$ cat src/rtl/axi_apb_bridge.sv
// axi_apb_bridge: AXI4-Lite responder that turns each AXI transaction into one APB transfer.
// Latency: grant N, psel N+1, penable N+2, B/RVALID the cycle after pready (minimum N+3).
// Backpressure: one transaction in flight; AXI READYs stay low until IDLE, responses held until B/RREADY.
// Optional: define AXI_APB_TIMEOUT_EN to end a stalled ACCESS phase as SLVERR after TIMEOUT_CYCLES.
module axi_apb_bridge #(
  parameter int ADDR_WIDTH     = 32,
  parameter int DATA_WIDTH     = 32,
  parameter int TIMEOUT_CYCLES = 255
) (
  input  logic                    AXI_PCLK,
  input  logic                    AXI_PRESETn,
  input  logic [ADDR_WIDTH-1:0]   AXI4Lite_AWADDR,
  input  logic [2:0]              AXI4Lite_AWPROT,
  input  logic                    AXI4Lite_AWVALID,
  output logic                    AXI4Lite_AWREADY,
  input  logic [DATA_WIDTH-1:0]   AXI4Lite_WDATA,
  input  logic [DATA_WIDTH/8-1:0] AXI4Lite_WSTRB,
  input  logic                    AXI4Lite_WVALID,
  output logic                    AXI4Lite_WREADY,
  output logic [1:0]              AXI4Lite_BRESP,
  output logic                    AXI4Lite_BVALID,
  input  logic                    AXI4Lite_BREADY,
  input  logic [ADDR_WIDTH-1:0]   AXI4Lite_ARADDR,
  input  logic [2:0]              AXI4Lite_ARPROT,
  input  logic                    AXI4Lite_ARVALID,
  output logic                    AXI4Lite_ARREADY,
  output logic [DATA_WIDTH-1:0]   AXI4Lite_RDATA,
  output logic [1:0]              AXI4Lite_RRESP,
  output logic                    AXI4Lite_RVALID,
  input  logic                    AXI4Lite_RREADY,
  output logic [ADDR_WIDTH-1:0]   APB_paddr,
  output logic [DATA_WIDTH-1:0]   APB_pwdata,
  input  logic [DATA_WIDTH-1:0]   APB_prdata,
  output logic                    APB_psel,
  output logic                    APB_penable,
  output logic                    APB_pwrite,
  output logic [DATA_WIDTH/8-1:0] APB_pstb,
  input  logic                    APB_pready,
  input  logic                    APB_pslverr
);

  localparam logic [1:0] RESP_OKAY   = 2'b00;
  localparam logic [1:0] RESP_SLVERR = 2'b10;

  typedef enum logic [2:0] {IDLE, SETUP, ACCESS, WRESP, RRESP} state_t;

  state_t     state, state_nxt;
  logic       last_wr;
  logic       elig_wr, elig_rd;
  logic       grant_wr, grant_rd;
  logic       timed_out;
  logic       xfer_done;
  logic [1:0] resp_nxt;
  logic       unused_prot;

  // Protection attributes carry no meaning on the APB side.
  assign unused_prot = ^{AXI4Lite_AWPROT, AXI4Lite_ARPROT};

  // A write needs both address and data present; a read needs only its address.
  assign elig_wr  = AXI4Lite_AWVALID && AXI4Lite_WVALID;
  assign elig_rd  = AXI4Lite_ARVALID;
  // Round-robin on contention; reset gating keeps READYs low while reset is held.
  assign grant_wr = AXI_PRESETn && (state == IDLE) && elig_wr && (!elig_rd || !last_wr);
  assign grant_rd = AXI_PRESETn && (state == IDLE) && elig_rd && !grant_wr;

`ifdef AXI_APB_TIMEOUT_EN
  localparam int CNT_WIDTH = $clog2(TIMEOUT_CYCLES + 1);
  logic [CNT_WIDTH-1:0] access_cnt;

  // Count ACCESS cycles that passed without pready; restarts on every grant (SETUP entry).
  always_ff @(posedge AXI_PCLK or negedge AXI_PRESETn) begin
    if (!AXI_PRESETn)
      access_cnt <= '0;
    else if (grant_wr || grant_rd)
      access_cnt <= '0;
    else if (state == ACCESS && !APB_pready)
      access_cnt <= access_cnt + CNT_WIDTH'(1);
  end

  assign timed_out = (state == ACCESS) && !APB_pready &&
                     (access_cnt == CNT_WIDTH'(TIMEOUT_CYCLES - 1));
`else
  localparam int unused_timeout = TIMEOUT_CYCLES;
  assign timed_out = 1'b0;
`endif

  assign xfer_done = (state == ACCESS) && (APB_pready || timed_out);
  // A timed-out transfer (no pready) reports SLVERR just like a slave error.
  assign resp_nxt  = (!APB_pready || APB_pslverr) ? RESP_SLVERR : RESP_OKAY;

  // State register; reset abandons any transfer in progress.
  always_ff @(posedge AXI_PCLK or negedge AXI_PRESETn) begin
    if (!AXI_PRESETn) state <= IDLE;
    else              state <= state_nxt;
  end

  // Next-state logic: one APB transfer per grant, then wait for the AXI response handshake.
  always_comb begin
    state_nxt = state;
    case (state)
      IDLE:    if (grant_wr || grant_rd) state_nxt = SETUP;
      SETUP:   state_nxt = ACCESS;
      ACCESS:  if (xfer_done) state_nxt = APB_pwrite ? WRESP : RRESP;
      WRESP:   if (AXI4Lite_BREADY) state_nxt = IDLE;
      RRESP:   if (AXI4Lite_RREADY) state_nxt = IDLE;
      default: state_nxt = IDLE;
    endcase
  end

  // Per-state handshake and APB phase outputs.
  always_comb begin
    AXI4Lite_AWREADY = 1'b0;
    AXI4Lite_WREADY  = 1'b0;
    AXI4Lite_ARREADY = 1'b0;
    AXI4Lite_BVALID  = 1'b0;
    AXI4Lite_RVALID  = 1'b0;
    APB_psel         = 1'b0;
    APB_penable      = 1'b0;
    case (state)
      IDLE: begin
        AXI4Lite_AWREADY = grant_wr;
        AXI4Lite_WREADY  = grant_wr;
        AXI4Lite_ARREADY = grant_rd;
      end
      SETUP:  APB_psel = 1'b1;
      ACCESS: begin
        APB_psel    = 1'b1;
        APB_penable = 1'b1;
      end
      WRESP:   AXI4Lite_BVALID = 1'b1;
      RRESP:   AXI4Lite_RVALID = 1'b1;
      default: ;
    endcase
  end

  // Capture the granted request; reads drive zero write data and strobes.
  always_ff @(posedge AXI_PCLK or negedge AXI_PRESETn) begin
    if (!AXI_PRESETn) begin
      APB_paddr  <= '0;
      APB_pwdata <= '0;
      APB_pstb   <= '0;
      APB_pwrite <= 1'b0;
      last_wr    <= 1'b1;
    end else if (grant_wr) begin
      APB_paddr  <= AXI4Lite_AWADDR;
      APB_pwdata <= AXI4Lite_WDATA;
      APB_pstb   <= AXI4Lite_WSTRB;
      APB_pwrite <= 1'b1;
      last_wr    <= 1'b1;
    end else if (grant_rd) begin
      APB_paddr  <= AXI4Lite_ARADDR;
      APB_pwdata <= '0;
      APB_pstb   <= '0;
      APB_pwrite <= 1'b0;
      last_wr    <= 1'b0;
    end
  end

  // Capture the response in the completing ACCESS cycle; held until the next completion.
  always_ff @(posedge AXI_PCLK or negedge AXI_PRESETn) begin
    if (!AXI_PRESETn) begin
      AXI4Lite_BRESP <= RESP_OKAY;
      AXI4Lite_RRESP <= RESP_OKAY;
      AXI4Lite_RDATA <= '0;
    end else if (xfer_done) begin
      if (APB_pwrite) begin
        AXI4Lite_BRESP <= resp_nxt;
      end else begin
        AXI4Lite_RRESP <= resp_nxt;
        AXI4Lite_RDATA <= APB_pready ? APB_prdata : '0;
      end
    end
  end

endmodule

$ cat config.mk
export PLATFORM = sky130hd
export DESIGN_NAME = axi_apb_bridge
export DESIGN_NICKNAME = d
export VERILOG_FILES = /design/src/rtl/axi_apb_bridge.sv
export SDC_FILE = /design/constraint.sdc
export NUM_CORES = 1
export LEC_CHECK = 0
export ABC_AREA = 0
export BUFFER_PORTS_ARGS = -buffer_cell sky130_fd_sc_hd__buf_2
export CAP_MARGIN = 20
export CORE_MARGIN = 2
export CORE_UTILIZATION = 46
export DETAILED_ROUTE_END_ITERATION = 16
export PLACE_DENSITY = 0.85
export SLEW_MARGIN = 20
export SYNTH_ARGS = -nofsm -noshare
export SYNTH_HDL_FRONTEND = slang
export SYNTH_SLANG_ARGS = --single-unit
$ cat constraint.sdc
create_clock -name AXI_PCLK -period 3.1 [get_ports AXI_PCLK]
set_input_delay 0.155 -clock AXI_PCLK [delete_from_list [all_inputs] [get_ports AXI_PCLK]]
set_output_delay 0.155 -clock AXI_PCLK [all_outputs]
set_load 0.01 [all_outputs]
==> metrics list, run 1 <==
- The flow ran to the end, and the final reports show no timing, DRC or antenna violations.
- Share of synthesized cell area in and, or, nand and nor gates: 0.0214
- Largest fanout of any net on the critical path: 33
* Commonest cells after routing, fill and taps aside: sky130_fd_sc_hd__buf_2, sky130_fd_sc_hd__dfrtp_1, sky130_fd_sc_hd__a22o_1, sky130_fd_sc_hd__mux2_2
- Number of cells after detailed placement: 639
- Once the clock tree was built, the setup fixing pass inserted 0 buffers.
- Final cell count without fillers: 672
- During placement, the flow inserted port buffers numbering 250.
- Power spread over the standard cell area amounts to 977 nW/um^2.
- Floorplan die height: 99.6 microns
- STA classifies the critical path endpoint as a primary output.
- Synthesis produced a netlist whose cell count is 300.
* Endpoint of the worst-slack reg-to-reg timing path: APB_paddr[3]
- For this design the static power due to leakage is 3.07 nW.
- In this run the tightest slew margin relative to its limit is 0.314.
- The startpoint identified for the worst register-to-register timing path is last_wr.
* Layout cells sized above 1: 0.553
* Clock insertion delay at the later pin of the skew report: 0.36 ns
- The design draws 5.72 mW.
* Largest net degree at the start of global routing: 59
- The via count of the first global-routing pass was 3748.
* Routed via count divided by cell count: 5.26
- STA puts the critical path data arrival time at 2.14 ns.
- Warning count from the yosys run: 0
- After synthesis the cells add up to 4200 sq um.
- By area, the combinational part of the netlist is dominated by compound AO/OA/AOI/OAI gates.
- After detailed routing, the total wire length is 11.5 mm.
* Minimum clock period after layout: 2.29 ns
* Max rail drop VDD: 0.558 mV
- Share of the synthesized area in the top cell type: 0.631
* CP startpoint kind: register
- Once the clock tree was built, the resizer swapped 0 gates to a different size.
- Worst setup startpoint: last_wr
- H-tree Lvls: 3
- After legalization and detailed placement, the total HPWL measured 8.26 mm.
- Of the post-synthesis cell area, the part taken by muxes is 0.0911.
* Setup repair after global routing missed its margin: no
- For this block, the initial DRC count from the detailed router was 85.
- Detailed-routing iteration count for the pre-antenna-repair pass: 4
- Remaining antenna violation count after routing: 0
- Worst setup path class: register to primary output
- The library cell used most frequently in the layout, excluding fill and tap cells, is sky130_fd_sc_hd__buf_2.
- Number of maximum-capacitance constraint violations: 0
- Average detailed-routed wire length per instance: 17.2 microns
- Fin Setup TNS: 0 ns
- On the final layout, the worst hold slack is 0.0193 ns.
- Of the total synthesized cell area, the portion taken by full adders, half adders and majority gates is 0.
- Of all flip-flops after synthesis, the portion carrying an async set or reset was 1.00.
- The share of the Yosys chip area taken by registers is 0.638.
- Wire length of the first global-routing pass: 18.4 mm
* Required time of the worst setup path: 2.94 ns
- In this run, synthesis produced a sequential element count of 107.
- For this run, design rule violations remaining after detail routing come to 0.
- Clock skew on the completed layout was measured at 0.00873 ns.
- After floorplanning, the core was sized to cover 8810 sq um.
- Number of antenna violations at the first check in global routing: 0
* Number of primary I/O pins: 259
- Number of standard-cell rows in the floorplan: 34
- The final number of hold-violating endpoints is 0.
- Compared with the post-synthesis result, the final layout area differs by 39.4%.
- Net total in the final layout: 706
* Clk sink count: 107
- The total count of max-transition violations in the final report was 0.
- Die Span X: 99.6 microns
- 0 antenna diodes ended up in the layout.
- TritonCTS built the clock tree.
* Avg Cell Area, Syn: 14.0 sq um
- For the pin with the worst max-slew slack, the measured transition is 1.03 ns.
* Kind of path behind the tightest hold check: input pin to register
* Primary flip-flop cell chosen by synthesis mapping: sky130_fd_sc_hd__dfrtp_1
- The initial utilization of the core area, before any placement, comes to 0.477.
- In the finished design, the share of the clock period the worst path needs comes to 0.740.
- Yosys attributes the largest share of cell area to sky130_fd_sc_hd__dfrtp_1, sky130_fd_sc_hd__mux2_2, sky130_fd_sc_hd__a22o_1, sky130_fd_sc_hd__a2bb2oi_1, sky130_fd_sc_hd__o22ai_1.
- Complex-gate fraction of the synthesized area: 0.208
* Max frequency: 436 MHz
- The worst register-to-register path has a depth of 3.
- Of the total synthesized cell area, the portion taken by XOR and XNOR cells is 0.00208.
- GPL Wtd Cong: 0.830
* Clock-pin slew on the worst setup and hold paths: 0.11 ns
* CTS root buf: sky130_fd_sc_hd__clkbuf_8
- Vias after detailed routing: 3534
- The synthesized design contains 0 enable-type register cells.
- CTS Buf Count: 9
- The synthesized design spends more area on one cell type than any other, namely sky130_fd_sc_hd__dfrtp_1.
- Maximum count of clock buffers along a single path: 2
- Number of distinct library cells after synthesis: 29
- GRT Total Usage: 0.236
* Reg2Reg Setup Slack: 1.21 ns
- Last element of the critical path: AXI4Lite_ARREADY
* # setup viols final: 0
* Full die area: 9910 sq um
- Final core utilization: 0.665
- Overflow after GRT: 0
## logic make-up after synthesis
kind of cell / Yosys count
mux: 34
compound gates: 112
buf+inv: 30
simple gates: 15
other cells: 1
xor+xnor: 1
flops: 107
## sequential cells by signal, indices dropped and copies added, names as in the netlist
name,count
APB_paddr,32
APB_pwdata,32
AXI4Lite_RDATA,32
APB_pstb,4
state,3
APB_pwrite,1
AXI4Lite_BRESP,1
AXI4Lite_RRESP,1
last_wr,1
## synthesized netlist by cell type (2+ instances only)
cell                        number
sky130_fd_sc_hd__nand2b_1        2
sky130_fd_sc_hd__dfrtp_1       106
sky130_fd_sc_hd__buf_2           7
sky130_fd_sc_hd__clkbuf_1       13
sky130_fd_sc_hd__o22ai_1        32
sky130_fd_sc_hd__buf_6           3
sky130_fd_sc_hd__buf_4           5
sky130_fd_sc_hd__nor2_1          5
sky130_fd_sc_hd__nand2_1         3
sky130_fd_sc_hd__inv_1           2
sky130_fd_sc_hd__mux2_2         34
sky130_fd_sc_hd__o21ai_0         2
sky130_fd_sc_hd__a2bb2oi_1      32
sky130_fd_sc_hd__a22o_1         36
sky130_fd_sc_hd__a21oi_1         2
sky130_fd_sc_hd__a21o_1          3
## per-layer routing
layer | routed length [microns] | part of all wire | vias up | GRT usage
met5 | 0 | 0 | - | 0
li1 | - | - | 1661 | -
met1 | 4610 | 0.40 | 1672 | 0.280
met3 | 884 | 0.077 | 25 | 0.0661
met4 | 265 | 0.023 | 0 | 0.0991
met2 | 5780 | 0.50 | 176 | 0.404
## repair_timing
item,4_1_cts,5_1_grt
hold buffers,15,2
endpoints found under the hold margin,63,2
setup endpoints to repair,0,0
## worst min path at each step
stage | slack, ns | endpoint | start | cells past startpoint
final | 0.02 | AXI4Lite_RDATA[5] | APB_prdata[5] | 2
after detailed placement | 0.31 | state[2] | AXI_PRESETn | 2
after global routing | 0.0009 | AXI4Lite_RDATA[0] | APB_prdata[0] | 2
after floorplan | -0.14 | APB_paddr[0] | AXI_PRESETn | 0
after CTS | 0.001 | AXI4Lite_RDATA[5] | APB_prdata[5] | 2
after global placement | 0.29 | state[1] | AXI_PRESETn | 2
## worst max-delay path, stage by stage (launching register included)
cell	delay, ns
sky130_fd_sc_hd__dfstp_2	0.58
sky130_fd_sc_hd__a21o_1	0.81
sky130_fd_sc_hd__and3_1	0.25
sky130_fd_sc_hd__buf_2	0.14
## per-stage QoR
stage	setup WS, ns	area [sq um]
after floorplan	1.43	4210
after global placement	1.30	5500
after detailed placement	1.21	5500
after CTS	0.797	5840
after global routing	0.659	5860
final	0.806	5860
## report_power, final
| group | total [mW] | switching, mW | internal [mW] |
|---|---|---|---|
| clock network | 0.803 | 0.479 | 0.324 |
| logic | 2.42 | 1.20 | 1.22 |
| registers | 2.50 | 0.404 | 2.09 |
| total | 5.72 | 2.08 | 3.64 |
## area by class of cell
class	instances	area, sq um
timing repair buffer	275	1480
tap	108	135
multi-input combinational	164	1370
clock inverter	6	45.0
sequential	107	2680
clock buffer	10	138
fill	682	2950
inverter	2	7.51
No activity file was read; power rests on OpenSTA's default activity.
==> inputs of run 2 (changes only) <==
CORE_ASPECT_RATIO = 1.1   (was not set)
CORE_UTILIZATION = 43   (was 46)
PLACE_DENSITY = 0.8   (was 0.85)
clock period = 2.15 ns   (was 3.1 ns; I/O delays follow)
==> run 2 against run 1 <==
Compared with the run above: design area is 10% higher; die area rose by 6.7%; cell count grew 10%; clock skew is 0.0075 ns higher; largest cell class unchanged; highest routed layer unchanged.
==> metrics list, run 2 (same netlist as run 1, synthesis figures left out) <==
- Routed via count divided by cell count: 5.13 (-2.5%)
* Number of pins exceeding their max-slew limit in the final report: 0 (unchanged)
* Vias after detailed routing: 3791 (+7.3%)
- Number of antenna violations at the first check in global routing: 0 (unchanged)
* Worst setup startpoint: state[1]
- Max frequency: 497 MHz
* Floorplan die height: 108 microns (+8.1%)
* H-tree Lvls: 3 (unchanged)
- IO buf count: 250 (unchanged)
- Number of fill cells in the layout: 676 (-0.88%)
- The TritonCTS buffer count is 9 (unchanged).
* Minimum clock period after layout: 2.01 ns
- Total wire length after detailed routing: 12.5 mm (+8.7%)
* Average detailed-routed wire length per instance: 17.0 microns (-1.2%)
- Post-Place Worst Slack: 0.231 ns (-0.981 ns)
* Registers with the highest flip-flop counts: APB_paddr x32, APB_pwdata x32, AXI4Lite_RDATA x32
- Power share of the sequential group: 0.426 (-0.010)
- Max rail drop VDD: 0.882 mV (+58%)
- Of the available clock period, the critical path in the final layout requires 0.935.
* CP startpoint kind: register
* Slew HR: 0.463 (+0.149)
* Final-report hold violation count: 0 (unchanged)
* Setup repair after global routing missed its margin: no
- Remaining antenna violation count after routing: 0 (unchanged)
* Reported net switching power: 3.03 mW (+45%)
- The power per standard cell area was 1310 nW/um^2 (+34%).
- Clock insertion delay at the later pin of the skew report: 0.37 ns (about the same)
* Wire length of the first global-routing pass: 19.1 mm (+3.8%)
- The final worst setup slack was 0.139 ns (-0.667 ns).
* Initial DRC Count: 153 (+80%)
* GPL Wtd Cong: 0.865 (+4.2%)
- The worst register-to-register path begins at state[2].
- Required time of the worst setup path: 2.04 ns (-0.90 ns)
- Arrival time reported for the critical path endpoint: 1.90 ns (-0.24 ns)
- The area growth from synthesis to layout is 54.0%.
* Overflow after GRT: 0 (unchanged)
- Maximum count of clock buffers along a single path: 2 (unchanged)
* Setup Skew: 0.0163 ns (+0.00753 ns)
- Largest fanout of any net on the critical path: 27 (-18%)
- GRT Total Usage: 0.231 (-0.00552)
* Run status: finished clean
* Switching share of power: 0.357 (-0.00665)
- The ratio of cells with drive above 1 in the final layout was 0.502 (-0.0508).
* Slew @ Worst Pin: 0.803 ns (-0.226 ns)
* Overall power: 8.47 mW (+48%)
- The reported max-cap violation count is 0 (unchanged).
- Die Span X: 98.3 microns (-1.3%)
- The clock transition at the registers of the reported paths is 0.11 ns (about the same).
* Final instance area: 6470 sq um (+10%)
- Final core utilization: 0.685 (+0.0200)
- The half-perimeter wire length after placement came to 8.04 mm (-2.6%).
- The clock network fraction of design power came to 0.148 (+0.008).
* Static leakage power: 3.31 nW (+8.0%)
- Kind of path behind the tightest hold check: input pin to register
* Comb pwr share: 0.426 (+0.003)
- Floorplan core area: 9440 sq um (+7.2%)
* Commonest cells after routing, fill and taps aside: sky130_fd_sc_hd__buf_2, sky130_fd_sc_hd__dfrtp_1, sky130_fd_sc_hd__dlygate4sd3_1, sky130_fd_sc_hd__a22o_1, sky130_fd_sc_hd__mux2_2
- Leaving out fill and tap cells, the most frequent cell in the layout is sky130_fd_sc_hd__buf_2.
- The cell total after placement is 650 (+1.7%).
- The register-to-register path setup slack was 0.42 ns (-0.79 ns).
- Placed inst area: 5530 sq um (+0.48%)
- The sum of negative setup slack is 0 ns (unchanged).
* Worst hold slack: 0.0491 ns (+0.0298 ns)
- Critical hold path startpoint: AXI4Lite_ARADDR[5]
- Kind of capture point of the worst setup path: primary output
- CTS root buf: sky130_fd_sc_hd__clkbuf_8
* Net total in the final layout: 763 (+8.1%)
* DRC: 0 (unchanged)
- The number of sinks handled by clock tree synthesis is 107 (unchanged).
- The starting utilization of the core area was 0.445 (-0.0322).
- Number of primary I/O pins: 259 (unchanged)
- Endpoint of the worst-slack reg-to-reg timing path: AXI4Lite_RDATA[7]
- The cell row count was 37 (+8.8%).
- Via count of the first global-routing pass: 3805 (+1.5%)
- The maximum number of pins on one net before global-route repair was 61 (+3.4%).
- The setup violation total in the final timing report was 0 (unchanged).
- The depth of the worst register-to-register path is 4 (+1).
- Number of setup buffers added after CTS: 0 (unchanged)
- TritonCTS built the clock tree.
- Internal Dissipation: 5.45 mW (+50%)
- Last element of the critical path: AXI4Lite_AWREADY
* Worst setup path class: register to primary output
- Full die area: 10600 sq um (+6.7%)
- The number of standard cells in the final layout excluding fillers was 739 (+10%).
- Detailed-routing iteration count for the pre-antenna-repair pass: 4 (unchanged)
run 2: worst min path at each step:
stage | depth (start not counted) | slack (ns) | endpoint
after detailed placement | 2 | 0.26 | APB_paddr[7]
after global routing | 3 | 0.03 | APB_paddr[4]
after global placement | 2 | 0.26 | APB_paddr[2]
final | 3 | 0.05 | APB_paddr[5]
after floorplan | 0 | -0.19 | APB_paddr[0]
after CTS | 3 | 0.02 | APB_paddr[5]
run 2: cell type report:
cell class | count | area [sq um] | area share
well taps | 117 | 146 | 0.0226
inverters | 2 | 7.51 | 0.00116
multi-input cells | 164 | 1380 | 0.213
clock inverters | 4 | 56.3 | 0.00870
flip-flops and latches | 107 | 2680 | 0.414
diodes | 1 | 2.50 | 0.000387
repair buffers | 332 | 2060 | 0.318
clock buffers | 12 | 145 | 0.0224
run 2: power groups by stage:
stage	registers, mW	clock network [mW]	logic, mW
after floorplan	4.04	0	1.52
after global placement	3.56	0	3.40
after detailed placement	3.60	0	3.50
after CTS	3.58	1.28	3.61
after global routing	3.72	1.37	3.88
final	3.61	1.26	3.61
run 2: repair_timing:
action	in CTS	in global routing
resized for setup	0	2
setup endpoints to repair	0	3
hold endpoints to repair	118	0
hold buffers	72	0
run 2: layer usage:
layer	GRT usage	up-vias	part of all wire
li1	-	1778	-
met1	0.257	1808	0.36
met5	0	-	0
met4	0.109	0	0.027
met2	0.427	181	0.54
met3	0.0403	24	0.065
run 2: critical path: stages (launching register included):
cell and delay, ns:
sky130_fd_sc_hd__dfrtp_1 0.47, sky130_fd_sc_hd__nor4b_4 0.41, sky130_fd_sc_hd__and2_1 0.24, sky130_fd_sc_hd__buf_6 0.24
sky130_fd_sc_hd__buf_2 0.17
==> inputs of run 3 (changes only) <==
RECOVER_POWER = 100   (was not set)
==> run 3 against run 2 <==
Compared with the run above: first-iteration DRC count decreased by 8.5%; core utilization is 1.6 points lower; worst setup slack improved by 0.0065 ns; wire length about the same; sequential cell count stayed put; non-clock buffer count is the same; clock power barely moved; die area unchanged; sequential share of layout area is 1.0 points higher; global-route usage did not move; combinational power shrank 7.8%; largest cell class unchanged.
==> metrics list, run 3 (same netlist as run 1, synthesis figures left out) <==
- Initial DRC Count: 140 (-8.5%)
- Required time of the worst setup path: 2.04 ns (about the same)
- Overall power: 8.22 mW (-3.0%)
- Leaving out fill and tap cells, the most frequent cells in the layout are sky130_fd_sc_hd__buf_2, sky130_fd_sc_hd__clkbuf_1, sky130_fd_sc_hd__dfrtp_1, sky130_fd_sc_hd__dlygate4sd3_1, sky130_fd_sc_hd__a22o_1.
- The chip width is 98.3 microns (unchanged).
- The cell total after placement is 650 (unchanged).
* Registers with the highest flip-flop counts: APB_paddr x32, APB_pwdata x32, AXI4Lite_RDATA x32
* Kind of path behind the tightest hold check: input pin to register
- The power per standard cell area came to 1300 nW/um^2 (-0.67%).
- The run finished with clean final reports.
- Half-perimeter wire length after placement: 8.04 mm (unchanged)
- The final design instance area without fill is 6320 sq um (-2.4%).
* Net total in the final layout: 763 (unchanged)
- CTS root buf: sky130_fd_sc_hd__clkbuf_8
- Worst hold slack: 0.0490 ns (-0.000145 ns)
- Floorplan die height: 108 microns (unchanged)
- Largest fanout of any net on the critical path: 27 (unchanged)
- The reported max-cap violation count came to 0 (unchanged).
- Area growth, synth to finish: 50.3%
- The final number of hold-violating endpoints is 0 (unchanged).
- Floorplan core area: 9440 sq um (unchanged)
* Final core utilization: 0.669 (-0.0162)
- Max frequency: 499 MHz (+0.32%)
* Placed inst area: 5530 sq um (unchanged)
* Layout cells sized above 1: 0.325 (-0.177)
- CTS tree: yes
- The number of nets with antenna violations after detailed routing is 0 (unchanged).
- Number of antenna violations at the first check in global routing: 0 (unchanged)
- DRC: 0 (unchanged)
* Average detailed-routed wire length per instance: 17.0 microns (about the same)
- STA classifies the critical path startpoint as a register.
- The final critical-path share of the clock period was 0.932 (-0.00300).
- Setup Skew: 0.0168 ns (+0.000534 ns)
- The clock latency of the later-clocked register in the worst-skew pair came to 0.37 ns (about the same).
- Final cell count without fillers: 739 (unchanged)
- The worst slew margin relative to its limit is 0.466 (+0.00292).
* Clk sink count: 107 (unchanged)
* Number of standard-cell rows in the floorplan: 37 (unchanged)
- Total wire length after detailed routing: 12.5 mm (about the same)
* Final critical-path setup slack: 0.146 ns (+0.00645 ns)
- Largest net degree at the start of global routing: 61 (unchanged)
- The combined global-route utilization of all metal layers came to 0.231 (unchanged).
- Wire length of the first global-routing pass: 19.1 mm (unchanged)
- The total count of max-transition violations in the final report came to 0 (unchanged).
* Initial core utilization: 0.445 (unchanged)
* Routed via count divided by cell count: 5.15 (+0.45%)
- The buffer levels on the longest clock path came to 2 (unchanged).
- Worst setup path class: register to primary output
- Setup repair after global routing left no endpoint under its margin.
- Number of primary I/O pins: 259 (unchanged)
- Arrival time reported for the critical path endpoint: 1.90 ns (about the same)
- IO buf count: 250 (unchanged)
- Minimum clock period after layout: 2.00 ns (-0.00646 ns)
- Post-Place Worst Slack: 0.231 ns (unchanged)
- Clock-pin slew on the worst setup and hold paths: 0.11 ns (about the same)
- The TritonCTS buffer count is 9 (unchanged).
* Number of setup buffers added after CTS: 0 (unchanged)
- The setup violation total in the final timing report was 0 (unchanged).
- The worst setup path is captured at a primary output.
- The leakage dissipation came to 2.97 nW (-10%).
- H-tree Lvls: 3 (unchanged)
- Max rail drop VDD: 0.821 mV (-7.0%)
* Slew @ Worst Pin: 0.798 ns (-0.00436 ns)
- GPL Wtd Cong: 0.865 (unchanged)
- Fin Setup TNS: 0 ns (unchanged)
* Full die area: 10600 sq um (unchanged)
- Overflow after GRT: 0 (unchanged)
- Vias after detailed routing: 3808 (+0.45%)
* Via count of the first global-routing pass: 3805 (unchanged)
* Detailed-routing iteration count for the pre-antenna-repair pass: 6 (+2)
- The library cell used most frequently in the layout, excluding fill and tap cells, is sky130_fd_sc_hd__buf_2.
run 3: final cells by class:
type | count | area [sq um]
Inverter | 2 | 7.51
Tap cell | 117 | 146
Fill cell | 748 | 3130
Clock buffer | 12 | 145
Antenna cell | 1 | 2.50
Sequential cell | 107 | 2680
Timing Repair Buffer | 332 | 1910
Clock inverter | 4 | 56.3
Multi-Input combinational cell | 164 | 1370
run 3: worst paths after layout:
check	slack [ns]	from	to	cells past startpoint
worst max-delay path	0.15	state[1]	AXI4Lite_AWREADY	4
worst min-delay path	0.05	AXI4Lite_ARADDR[5]	APB_paddr[5]	3
worst max register to register	0.18	state[2]	AXI4Lite_RDATA[7]	4
worst min register to register	0.51	APB_pwdata[25]	APB_pwdata[25]	1
max in group asynchronous	0.40	AXI_PRESETn	APB_paddr[3]	4
min in group asynchronous	0.49	AXI_PRESETn	APB_paddr[13]	3
run 3: power by group:
part	total, mW	internal [mW]	switching [mW]
registers	3.64	3.02	0.618
logic	3.33	1.56	1.77
clock network	1.25	0.583	0.671
total	8.22	5.16	3.05
run 3: metal layers:
layer  up-vias  global-route usage  share of wire
met2       193               0.427           0.54
met3        23              0.0403          0.069
met1      1819               0.257           0.37
met4         0               0.109          0.026
li1       1773                   -              -
met5         -                   0              0
run 3: critical path: stages, from the launching register on:
cell	delay, ns
sky130_fd_sc_hd__dfrtp_1	0.47
sky130_fd_sc_hd__nor4b_4	0.39
sky130_fd_sc_hd__and2_0	0.25
sky130_fd_sc_hd__buf_6	0.25
sky130_fd_sc_hd__clkbuf_2	0.17
run 3: repair_timing:
item | 4_1_cts | 5_1_grt
resized for setup | 0 | 2
endpoints found under the hold margin | 118 | 0
hold buffers | 72 | 0
endpoints found under the setup margin | 0 | 3
